**src/rtl/instr_sequencer.sv**
```systemverilog
// Instruction fetch/issue stage for the 4-bit-address CPU.
// A host loads the program store while the sequencer is idle or halted. A start
// pulse then walks pc from index 0 and presents each word (opcode, address,
// operand) to the CPU with a valid/ready handshake. Execution stops at HLT or
// at the last store entry.
//
// Ports:
//   clk, rst            clock, asynchronous active-low reset
//   ld_en/ld_addr/ld_data  program-store write port (honoured in IDLE/HALTED only)
//   start               single-cycle pulse, begins execution at index 0
//   cpu_ready           CPU accepts the presented word this cycle
//   opcode/address/myinput  registered instruction fields to the CPU
//   issue_valid         instruction fields are valid
//   pc                  index of the instruction fetched/presented
//   busy, done          FETCH/ISSUE and HALTED status flags
module instr_sequencer #(
    parameter int unsigned n   = 4,
    parameter int unsigned OPW = 4,
    parameter int unsigned DW  = 8
) (
    input  logic                  clk,
    input  logic                  rst,
    input  logic                  ld_en,
    input  logic [n-1:0]          ld_addr,
    input  logic [OPW+n+DW-1:0]   ld_data,
    input  logic                  start,
    input  logic                  cpu_ready,
    output logic [OPW-1:0]        opcode,
    output logic [n-1:0]          address,
    output logic [DW-1:0]         myinput,
    output logic                  issue_valid,
    output logic [n-1:0]          pc,
    output logic                  busy,
    output logic                  done
);

    localparam int unsigned IW    = OPW + n + DW;
    localparam int unsigned DEPTH = 2 ** n;

    localparam logic [OPW-1:0] HLT     = '1;
    localparam logic [n-1:0]   LAST_PC = '1;

    typedef enum logic [1:0] {
        S_IDLE,
        S_FETCH,
        S_ISSUE,
        S_HALTED
    } state_t;

    state_t        state;
    logic [IW-1:0] store [DEPTH];
    logic [IW-1:0] fetch_word;
    logic          load_ok;

    // Loads are only honoured while no program is executing.
    assign load_ok    = (state == S_IDLE) || (state == S_HALTED);
    assign fetch_word = store[pc];

    // Program store: deliberately not reset so a program survives rst.
    always_ff @(posedge clk) begin
        if (ld_en && load_ok) begin
            store[ld_addr] <= ld_data;
        end
    end

    // Sequencer FSM with registered outputs; busy/done track the state.
    always_ff @(posedge clk or negedge rst) begin
        if (!rst) begin
            state       <= S_IDLE;
            pc          <= '0;
            opcode      <= '0;
            address     <= '0;
            myinput     <= '0;
            issue_valid <= 1'b0;
            busy        <= 1'b0;
            done        <= 1'b0;
        end else begin
            case (state)
                S_IDLE, S_HALTED: begin
                    if (start) begin
                        state <= S_FETCH;
                        pc    <= '0;
                        done  <= 1'b0;
                        busy  <= 1'b1;
                    end
                end
                S_FETCH: begin
                    opcode      <= fetch_word[IW-1 -: OPW];
                    address     <= fetch_word[n+DW-1 -: n];
                    myinput     <= fetch_word[DW-1:0];
                    issue_valid <= 1'b1;
                    state       <= S_ISSUE;
                end
                S_ISSUE: begin
                    // Hold the presented word until the CPU takes it.
                    if (cpu_ready) begin
                        issue_valid <= 1'b0;
                        if (opcode == HLT || pc == LAST_PC) begin
                            state <= S_HALTED;
                            busy  <= 1'b0;
                            done  <= 1'b1;
                        end else begin
                            pc    <= pc + n'(1);
                            state <= S_FETCH;
                        end
                    end
                end
                default: begin
                    state <= S_IDLE;
                    busy  <= 1'b0;
                    done  <= 1'b0;
                end
            endcase
        end
    end

endmodule

```
**config.mk**
```make
export PLATFORM = sky130hd
export DESIGN_NAME = instr_sequencer
export DESIGN_NICKNAME = d
export VERILOG_FILES = /design/src/rtl/instr_sequencer.sv
export SDC_FILE = /design/constraint.sdc
export NUM_CORES = 1
export LEC_CHECK = 0
export BUFFER_PORTS_ARGS = -buffer_cell sky130_fd_sc_hd__buf_2
export CAP_MARGIN = 15
export CORE_ASPECT_RATIO = 1.75
export CORE_UTILIZATION = 53
export DETAILED_ROUTE_END_ITERATION = 8
export PLACE_DENSITY = 0.77
export SETUP_SLACK_MARGIN = 0.05
export SLEW_MARGIN = 40
export SYNTH_ARGS = -nofsm -noshare
export SYNTH_HDL_FRONTEND = slang
export SYNTH_SLANG_ARGS = --single-unit
```
**constraint.sdc**
```tcl
create_clock -name clk -period 7.2 [get_ports clk]
set_clock_uncertainty 0.15 [all_clocks]
set_input_delay 1.44 -clock clk [delete_from_list [all_inputs] [get_ports clk]]
set_output_delay 1.44 -clock clk [all_outputs]
set_load 0.05 [all_outputs]
```
# == Yosys cells after proc, flatten, opt, wreduce, memory -nomap -nowiden ==
# Memories as Yosys holds them, arrays and structs flattened. A register that Yosys moved wholly into a read port is not among the register bits.
# Cells that the tools add are included.
# word_totals
word_cells,48
register_bits,9
mem_count,1
ram_bits,256
inputBits,25
# classes
n_addsub,1
reduce_logical,12
n_eq_ne,9
mux,20
# memory_table
name,depth,width,read_ports,rd_ports_with_merged_regs,write_ports,line_no,text
store,16,16,1,1,1,51,logic [IW-1:0] store [DEPTH];
# op_table
operator,n
4-bit 2-to-1 mux,3
1-bit 2-to-1 mux,9
"4-bit == test, second input constant",2
"2-bit inequality test, second input constant",4
4-bit one-hot mux with 2 select lines,1
4-bit AND reduction,2
2-bit 2-to-1 mux,3
1-bit one-hot mux with 2 select lines,3
2-bit one-hot mux with 3 select lines,1
"4-bit by 1-bit adder with 4-bit output, second input constant",1
"2-bit == test, second input constant",2
2-bit AND reduction,2
2-bit nonzero test,2
"2-bit by 1-bit == test with 1-bit output, second input constant",1
2-bit zero test,1
1-bit logical OR,2
2-bit OR reduction,1
1-bit logical AND,1
1-bit zero test,1

# == Logic depth before layout (Yosys ltp) ==
# Gate-level depths: netlist (run 1).
# depth
ltp_word,5
depth_mapped,8
mapped_depth_nobuf,6

# == Least setup slack after synthesis (run 1) ==
# OpenSTA, ideal clock, no wires.
# synth_path
kind,input to register
from,in ld_addr[0]
to,mem store[0][0] (netlist name) (enable)
path_buffers,0
t_required_ns,6.641
stages,2
arrival_ns,3.007
slack_ns,3.634
cell_sequence,or3_1 -> nor3_1
# synth_rtl
item,line_no,text
start: declaration,24,"input logic [n-1:0] ld_addr,"
end: declaration,51,
# No word-level cell before the write port.

# == Worst setup path after layout (run 1) ==
# layout_path
from,reg pc[1]
to,out pc[1]
# layout_rtl
item,line_no,text
start: declaration,32,"output logic [n-1:0] pc,"
start signal: assignment,103,pc <= pc + n'(1);
# No word-level cell between the ends.

==> results of run 1 <==
## cell usage after synthesis (all sizes together)
master / instances
o31ai: 2
ha: 4
nand2b: 4
a21oi: 19
nor3: 4
nor2: 31
nand4: 3
and3: 2
nand2: 8
dfrtp: 25
buf: 23
edfxtp: 256
o22ai: 17
mux2i: 81
inv: 7
o21a: 1
or4: 2
nor2b: 1
a31oi: 1
o21ai: 24
nand4b: 1
and2: 1
or2: 1
mux4: 32
or3: 1
nand3: 3
o32ai: 16
clkbuf: 6
or2b: 1
## stage by stage
stage | power [W] | hold slack (ps) | instances
final | 0.00405 | 341 | 900
after floorplan | 0.00255 | 325 | 577
after detailed placement | 0.00279 | 333 | 856
after global placement | 0.00276 | 321 | 854
after global routing | 0.00416 | 370 | 900
after CTS | 0.00406 | 349 | 900
## final timing paths
kind	start	end	slack (ps)	cells past startpoint
min in group asynchronous	rst	busy	810	1
min	busy	busy	340	1
max in group asynchronous	rst	pc[0]	5600	1
max	pc[1]	pc[1]	3960	2
max reg2reg	state[0]	store[4][10]	4210	6
min reg2reg	busy	busy	340	1
## routing by layer
layer / vias up / global-route usage, % / routed length [um]
met5: - / 0 / 0
met1: 2896 / 25.7 / 8470
met3: 68 / 3.53 / 1500
li1: 2441 / - / -
met4: 0 / 11.9 / 1110
met2: 265 / 39.1 / 12200
## worst reg2reg max path: stages (launching register included)
cell	delay, ps
dfrtp_1	400
inv_1	60
ha_1	480
nand2_1	110
or3_1	480
nor2_1	710
buf_4	300
## state kept, by name, indices dropped and copies added (netlist names)
signal,flops
myinput,8
done,1
store,256
pc,4
busy,1
address,4
state,2
issue_valid,1
opcode,4
## logic make-up after synthesis
| logic type | count (synthesis) | synth area share (%) |
|---|---|---|
| mux | 113 | 14.0 |
| fa+ha+maj | 4 | 0.459 |
| simple gates | 63 | 2.71 |
| buf+inv | 36 | 2.15 |
| flops | 281 | 76.2 |
| compound gates | 80 | 4.49 |
## area by class of cell
cell class / instances / share of cell area (%)
clock buffers: 26 / 5.13
inverters: 7 / 0.214
well taps: 248 / 2.53
repair buffers: 60 / 2.92
clock inverters: 18 / 1.34
flip-flops and latches: 281 / 67.8
multi-input cells: 260 / 20.0
## report_power, final
part           internal [W]  leakage (nW)  switching, W  total [W]
Combinational      0.000262          1.03      0.000557   0.000819
Sequential          0.00188          2.59     0.0000721    0.00195
Clock              0.000712         0.371      0.000564    0.00128
==> results.json, run 1 <==
{
  "wirelength_um": 23300,
  "fin_util_pct": 60.4,
  "synth_top_area_cell": "edfxtp_1",
  "hp-class": "flip-flop to flip-flop",
  "fmax_ghz": 0.309,
  "slowest_stage": "buf_4",
  "areaGrowthSynthToFinish_pct": 12.3,
  "worst_slew_pin_slew_ps": 870,
  "place_area_um2": 11500,
  "cts_buffers": 24,
  "arrival_ps": 1650,
  "seqCellArea_um2": 8320,
  "routed_via_density": 6.30,
  "final_cell_area_um2": 12300,
  "syn-instance-count": 577,
  "via_count": 5670,
  "syn-num-nets": 606,
  "antennaDiodeCount": 0,
  "syn_area_um2": 10900,
  "slew_viol_final": 0,
  "cts-resized-gates": 0,
  "drc": 0,
  "grt_pass1_wl_um": 34200,
  "hold_viol_final": 0,
  "post-route-period-util_pct": 45.0,
  "crit_fanout": 40,
  "drt_iter0_markers": 539,
  "first_global_vias": 5955,
  "clockBufferDepth": 3,
  "initial_core_util_pct": 53.8,
  "fin_setup_tns_ps": 0,
  "cp-end-kind": "output port",
  "clockRootBuffer": "clkbuf_16",
  "final_cell_mix": "edfxtp_1, mux2i_1, buf_2",
  "cts_sinks": 281,
  "grt_antenna_before_repair": 0,
  "route.antenna.remaining_nets": 0,
  "avgSynthCellArea_um2": 18.9,
  "netlist-cell-type-count": 34,
  "gr-total-overflow": 0,
  "cp_top_family": "buffers and inverters",
  "post-route-min-period_ps": 3240,
  "crit_required_ps": 5610,
  "postCtsSetupRepairBufs": 0,
  "final_nets": 663,
  "row_count": 69,
  "io_buffers": 47,
  "post_drt_wl_per_cell_um": 25.9,
  "synth.top_cells.by_area": "edfxtp_1, mux2i_1, mux4_2, dfrtp_1, o32ai_1",
  "fin_ws_ps": 3960,
  "clock_latency_ps": 510,
  "cp-start-kind": "flip-flop",
  "gp_congestion": 0.801,
  "io-pin-count": 48,
  "outcome": "finished clean",
  "clk_pin_slew_ps": 70,
  "dieArea_um2": 21200,
  "dr.pass1.iters": 5,
  "rsz0062_at_grt": "no",
  "global_route.usage.total_pct": 22.0,
  "preCtsSetupSlack_ps": 3650,
  "maxCapViolCount": 0,
  "grt_max_degree": 44,
  "mostFrequentLayoutCell": "edfxtp_1",
  "peakVddDrop_v": 0.000251,
  "yosysSeqAreaShare_pct": 76.2,
  "crit_chain": "buf_4 > buf_2",
  "slew_headroom_pct": 42.0,
  "die_w_um": 110,
  "multi_input_area_um2": 2450,
  "path_buf_inv": 2,
  "synth_warnings": 0,
  "yosys.area.top_type_share_pct": 70.4,
  "die_y_um": 192,
  "drive_above_1_share_pct": 22.5,
  "fillCellCount": 1368,
  "ys_ff_latch": 281,
  "cts.htree.levels": 1,
  "critical_path_class": "flip-flop to output port",
  "finalSetupViolations": 0,
  "place_hpwl_um": 14700,
  "core_region_area_um2": 20300,
  "tritoncts": "done",
  "leakagePower_nw": 4.00,
  "worst_path_largest_cell_delay_ps": 460,
  "powerDensity_nw_per_um2": 330,
  "cts_hold_buf": 0
}
No activity file was read; power rests on OpenSTA's default activity.
==> inputs of run 2 (changes only) <==
--- a/config.mk
+++ b/config.mk
@@ -10,7 +10,7 @@
 export CORE_ASPECT_RATIO = 1.75
 export CORE_UTILIZATION = 53
 export DETAILED_ROUTE_END_ITERATION = 8
-export PLACE_DENSITY = 0.77
+export PLACE_DENSITY = 0.8
 export SETUP_SLACK_MARGIN = 0.05
 export SLEW_MARGIN = 40
 export SYNTH_ARGS = -nofsm -noshare
==> constraint.sdc (replaced) <==
create_clock -name clk -period 2.9 [get_ports clk]
set_clock_uncertainty 0.15 [all_clocks]
set_input_delay 0.58 -clock clk [delete_from_list [all_inputs] [get_ports clk]]
set_output_delay 0.58 -clock clk [all_outputs]
set_load 0.05 [all_outputs]
==> run 2 against run 1 <==
  * Critical path depth is 1 lower
  * Non-clock buffer count is 18 higher
  * Sequential share of layout area is 0.070 points higher
  * Hold slack worse by 130 ps
  * Critical path type unchanged
  * Routed wire length is 1.5% higher
  * Largest power group unchanged
  * Via count is 3.3% higher
  * Highest routed layer unchanged
  * Sequential power grew to 2.5 times the previous value
  * Cell count is 1.6% higher
  * Worst setup slack worse by 3500 ps
==> results.json, run 2 (same netlist as run 1, synthesis figures left out) <==
{
  "routed_via_density": 6.41,
  "fin_setup_tns_ps": 0,
  "reg_top3": "store x256, myinput x8",
  "seqCellArea_um2": 8320,
  "clockRootBuffer": "clkbuf_16",
  "slowest_stage": "dfrtp_4",
  "wirelength_um": 23600,
  "cts.htree.levels": 1,
  "crit_chain": "buf_2",
  "path_buf_inv": 1,
  "fillCellCount": 1377,
  "peakVddDrop_v": 0.000580,
  "core_region_area_um2": 20300,
  "clockBufferDepth": 3,
  "outcome": "finished clean",
  "power_w": 0.00979,
  "dieArea_um2": 21200,
  "route.antenna.remaining_nets": 0,
  "finalSetupViolations": 0,
  "die_y_um": 192,
  "drt_iter0_markers": 429,
  "worst_slew_pin_slew_ps": 697,
  "place_hpwl_um": 15000,
  "initial_core_util_pct": 53.8,
  "row_count": 69,
  "cts_sinks": 281,
  "grt_antenna_before_repair": 0,
  "tritoncts": "done",
  "post-route-period-util_pct": 82.7,
  "rsz0062_at_grt": "no",
  "areaGrowthSynthToFinish_pct": 12.2,
  "postCtsSetupRepairBufs": 0,
  "final_cell_mix": "edfxtp_1, mux2i_1, buf_2",
  "fmax_ghz": 0.417,
  "drc": 0,
  "mostFrequentLayoutCell": "edfxtp_1",
  "multi_input_area_um2": 2400,
  "leakagePower_nw": 4.05,
  "gr-total-overflow": 0,
  "clk_pin_slew_ps": 70,
  "arrival_ps": 1670,
  "die_w_um": 110,
  "cp-start-kind": "flip-flop",
  "via_count": 5858,
  "largest_register_ffs": 256,
  "max_flop_register": "store",
  "io_buffers": 47,
  "powerDensity_nw_per_um2": 799,
  "grt_max_degree": 32,
  "cp-end-kind": "output port",
  "grt_pass1_wl_um": 35800,
  "post_drt_wl_per_cell_um": 25.8,
  "cp_top_family": "flip-flops",
  "crit_fanout": 31,
  "final_nets": 680,
  "hp-class": "input pin to flip-flop",
  "hold_viol_final": 0,
  "clock_latency_ps": 500,
  "fin_util_pct": 60.4,
  "gp_congestion": 0.877,
  "dr.pass1.iters": 5,
  "worst_path_largest_cell_delay_ps": 780,
  "post-route-min-period_ps": 2400,
  "cts_buffers": 23,
  "first_global_vias": 6062,
  "maxCapViolCount": 0,
  "crit_required_ps": 2170,
  "critical_path_class": "flip-flop to output port",
  "antennaDiodeCount": 0,
  "drive_above_1_share_pct": 22.8,
  "slew_headroom_pct": 53.5,
  "whs_ps": 207,
  "slew_viol_final": 0,
  "global_route.usage.total_pct": 22.7,
  "io-pin-count": 48
}
[run 2: per-layer routing]
| metal | vias to the layer above | global-route usage, % | wire [um] |
|---|---|---|---|
| li1 | 2466 | - | - |
| met1 | 2967 | 28.2 | 8590 |
| met2 | 349 | 38.9 | 12300 |
| met3 | 76 | 3.03 | 1730 |
| met4 | 0 | 12.1 | 1040 |
| met5 | - | 0 | 0 |
[run 2: worst reg2reg max path: cells and delay by family (launching register included)]
family	cells	cell delay, ps
flops	1	410
simple gates	3	680
buf+inv	2	380
fa+ha+maj	1	430
[run 2: metrics by stage]
stage | worst slack [ps] | instance area, um^2 | std cells
3_5_place_dp | 580 | 11500 | 873
5_1_grt | 396 | 12200 | 914
6_report | 501 | 12200 | 914
3_3_place_gp | 631 | 11500 | 873
4_1_cts | 468 | 12200 | 914
2_1_floorplan | 180 | 10900 | 577
[run 2: final timing paths]
path / startpoint / to / slack (ps) / depth (start not counted)
worst min register to register: busy / busy / 350 / 1
worst max-delay path: pc[0] / pc[0] / 500 / 1
min in group asynchronous: rst / opcode[2] / 510 / 2
max in group asynchronous: rst / pc[0] / 1580 / 2
worst min-delay path: cpu_ready / issue_valid / 210 / 2
worst max register to register: state[0] / store[0][15] / 520 / 6
[run 2: report_power, final]
part	switching, W	internal, W
Sequential	0.000218	0.00466
Combinational	0.00133	0.000672
Clock	0.00132	0.00159
[run 2: layout make-up]
cell class | count | area share, %
inverter | 7 | 0.215
clock buffer | 32 | 5.06
tap | 248 | 2.53
timing repair buffer | 78 | 4.05
multi-input combinational | 260 | 19.6
clock inverter | 8 | 0.623
sequential | 281 | 67.9
[run 2: repair_timing]
action                                  4_1_cts  5_1_grt
hold endpoints to repair                     25        0
resized for setup                             0        0
endpoints found under the setup margin        0        0
hold buffers                                  1        0
==> inputs of run 3 (changes only) <==
--- a/config.mk
+++ b/config.mk
@@ -10,7 +10,7 @@
 export CORE_ASPECT_RATIO = 1.75
 export CORE_UTILIZATION = 53
 export DETAILED_ROUTE_END_ITERATION = 8
-export PLACE_DENSITY = 0.8
+export PLACE_DENSITY = 0.77
 export SETUP_SLACK_MARGIN = 0.05
 export SLEW_MARGIN = 40
 export SYNTH_ARGS = -nofsm -noshare
==> constraint.sdc (replaced) <==
create_clock -name clk -period 2.3 [get_ports clk]
set_clock_uncertainty 0.15 [all_clocks]
set_input_delay 0.46 -clock clk [delete_from_list [all_inputs] [get_ports clk]]
set_output_delay 0.46 -clock clk [all_outputs]
set_load 0.05 [all_outputs]
==> run 3 against run 2 <==
  * Clock power increased by 36%
  * Power increased by 31%
  * First-iteration DRC count increased by 6.3%
  * Utilization increased by 2.0 points
  * Non-clock buffer count increased by 17
  * Sequential power increased by 25%
  * Hold slack got worse by 130 ps
  * Critical path type is now flip-flop to flip-flop
  * Largest cell class unchanged
  * Via count decreased by 0.73%
  * Worst setup slack got worse by 360 ps
  * Register-to-register slack got worse by 380 ps
  * Combinational power increased by 37%
==> results.json, run 3 (same netlist as run 1, synthesis figures left out) <==
{
  "die_w_um": 110,
  "dieArea_um2": 21200,
  "routed_via_density": 6.24,
  "antennaDiodeCount": 0,
  "path_buf_inv": 3,
  "route.antenna.remaining_nets": 0,
  "crit_chain": "inv_1 > ha_1 > buf_4 > nand4_1 > nor2_2 > buf_12",
  "crit_fanout": 12,
  "drive_above_1_share_pct": 26.5,
  "slowest_stage": "dfrtp_1",
  "clk_pin_slew_ps": 70,
  "areaGrowthSynthToFinish_pct": 15.9,
  "tritoncts": "done",
  "io_buffers": 47,
  "grt_max_degree": 26,
  "cts.htree.levels": 1,
  "hp-class": "input pin to flip-flop",
  "fin_cells": 932,
  "largest_register_ffs": 256,
  "worst_slew_pin_slew_ps": 681,
  "drc": 0,
  "post-route-period-util_pct": 93.9,
  "max_flop_register": "store",
  "first_global_vias": 6177,
  "leakagePower_nw": 4.22,
  "worst_path_largest_cell_delay_ps": 400,
  "post_drt_wl_per_cell_um": 25.6,
  "cp_top_family": "simple AND/OR/NAND/NOR gates",
  "drt_iter0_markers": 456,
  "clockRootBuffer": "clkbuf_16",
  "dr.pass1.iters": 5,
  "fin_ws_ps": 140,
  "outcome": "finished clean",
  "cp-end-kind": "flip-flop",
  "critical_path_class": "flip-flop to flip-flop",
  "clock_latency_ps": 510,
  "rsz0062_at_grt": "no",
  "fillCellCount": 1340,
  "preCtsSetupSlack_ps": 146,
  "grt_antenna_before_repair": 0,
  "fin_setup_tns_ps": 0,
  "gr-total-overflow": 0,
  "arrival_ps": 2210,
  "fmax_ghz": 0.463,
  "clockBufferDepth": 3,
  "post-route-min-period_ps": 2160,
  "core_region_area_um2": 20300,
  "dp_cells": 887,
  "via_count": 5815,
  "maxCapViolCount": 0,
  "wirelength_um": 23800,
  "initial_core_util_pct": 53.8,
  "reg_top3": "store x256, myinput x8",
  "min_from": "cpu_ready",
  "rr_startpoint": "state[0]",
  "global_route.usage.total_pct": 22.7,
  "cts_sinks": 281,
  "crit_required_ps": 2350,
  "final_nets": 697,
  "slew_viol_final": 0,
  "powerDensity_nw_per_um2": 1010,
  "peakVddDrop_v": 0.000653,
  "slew_headroom_pct": 54.6,
  "mostFrequentLayoutCell": "edfxtp_1",
  "place_hpwl_um": 15600,
  "crit_start": "state[0]",
  "fin_util_pct": 62.3,
  "gp_congestion": 0.864,
  "die_y_um": 192,
  "final_cell_mix": "edfxtp_1, mux2i_1, buf_2",
  "whs_ps": 77.5,
  "grt_pass1_wl_um": 35600,
  "hold_viol_final": 0,
  "cp-start-kind": "flip-flop",
  "io-pin-count": 48,
  "row_count": 69,
  "cts_buffers": 23,
  "finalSetupViolations": 0
}
run 3: changes by cell type in the layout (fill, tap and decap cells not counted), moves of 3 or more:
cell | before | now
buf_4 | 28 | 31
clkbuf_1 | 8 | 3
buf_12 | 2 | 16
nor2_2 | 6 | 9
nor2_1 | 25 | 22
run 3: timing repair:
action	4_1_cts	5_1_grt
hold buffers	1	0
resized for setup	0	1
hold endpoints to repair	25	0
endpoints found under the setup margin	2	1
setup buffers	3	0
pin swaps	0	0
run 3: power breakdown:
| part | internal, W | leakage [nW] | switching, W |
|---|---|---|---|
| Combinational | 0.000956 | 1.25 | 0.00179 |
| Clock | 0.00228 | 0.375 | 0.00168 |
| Sequential | 0.00588 | 2.59 | 0.000219 |
run 3: path summary, 6_finish.rpt:
check                              endpoint  slack [ps]  depth (start not counted)
worst min-delay path            issue_valid          80                          2
max in group asynchronous             pc[0]        1120                          2
worst max-delay path            store[7][0]         140                          6
worst max register to register  store[7][0]         140                          6
worst min register to register         busy         370                          1
min in group asynchronous         opcode[1]         370                          2
run 3: cell type report:
class,instances,area [um^2],share of cell area (%)
inverters,7,26.3,0.208
multi-input cells,260,2420,19.1
clock buffers,29,628,4.97
well taps,248,310,2.45
repair buffers,95,798,6.31
flip-flops and latches,281,8320,65.8
clock inverters,12,150,1.19
run 3: per-layer routing:
layer | share of wire, % | track usage, %
met5 | 0 | 0
met4 | 4.3 | 12.1
met3 | 5.2 | 3.31
met2 | 54 | 40.7
met1 | 37 | 26.3
run 3: stage by stage:
stage                     total power (W)  instance area [um^2]
after floorplan                   0.00798                 10900
after global placement            0.00881                 11800
after detailed placement          0.00889                 11800
after CTS                          0.0129                 12600
after global routing               0.0132                 12600
final                              0.0128                 12600
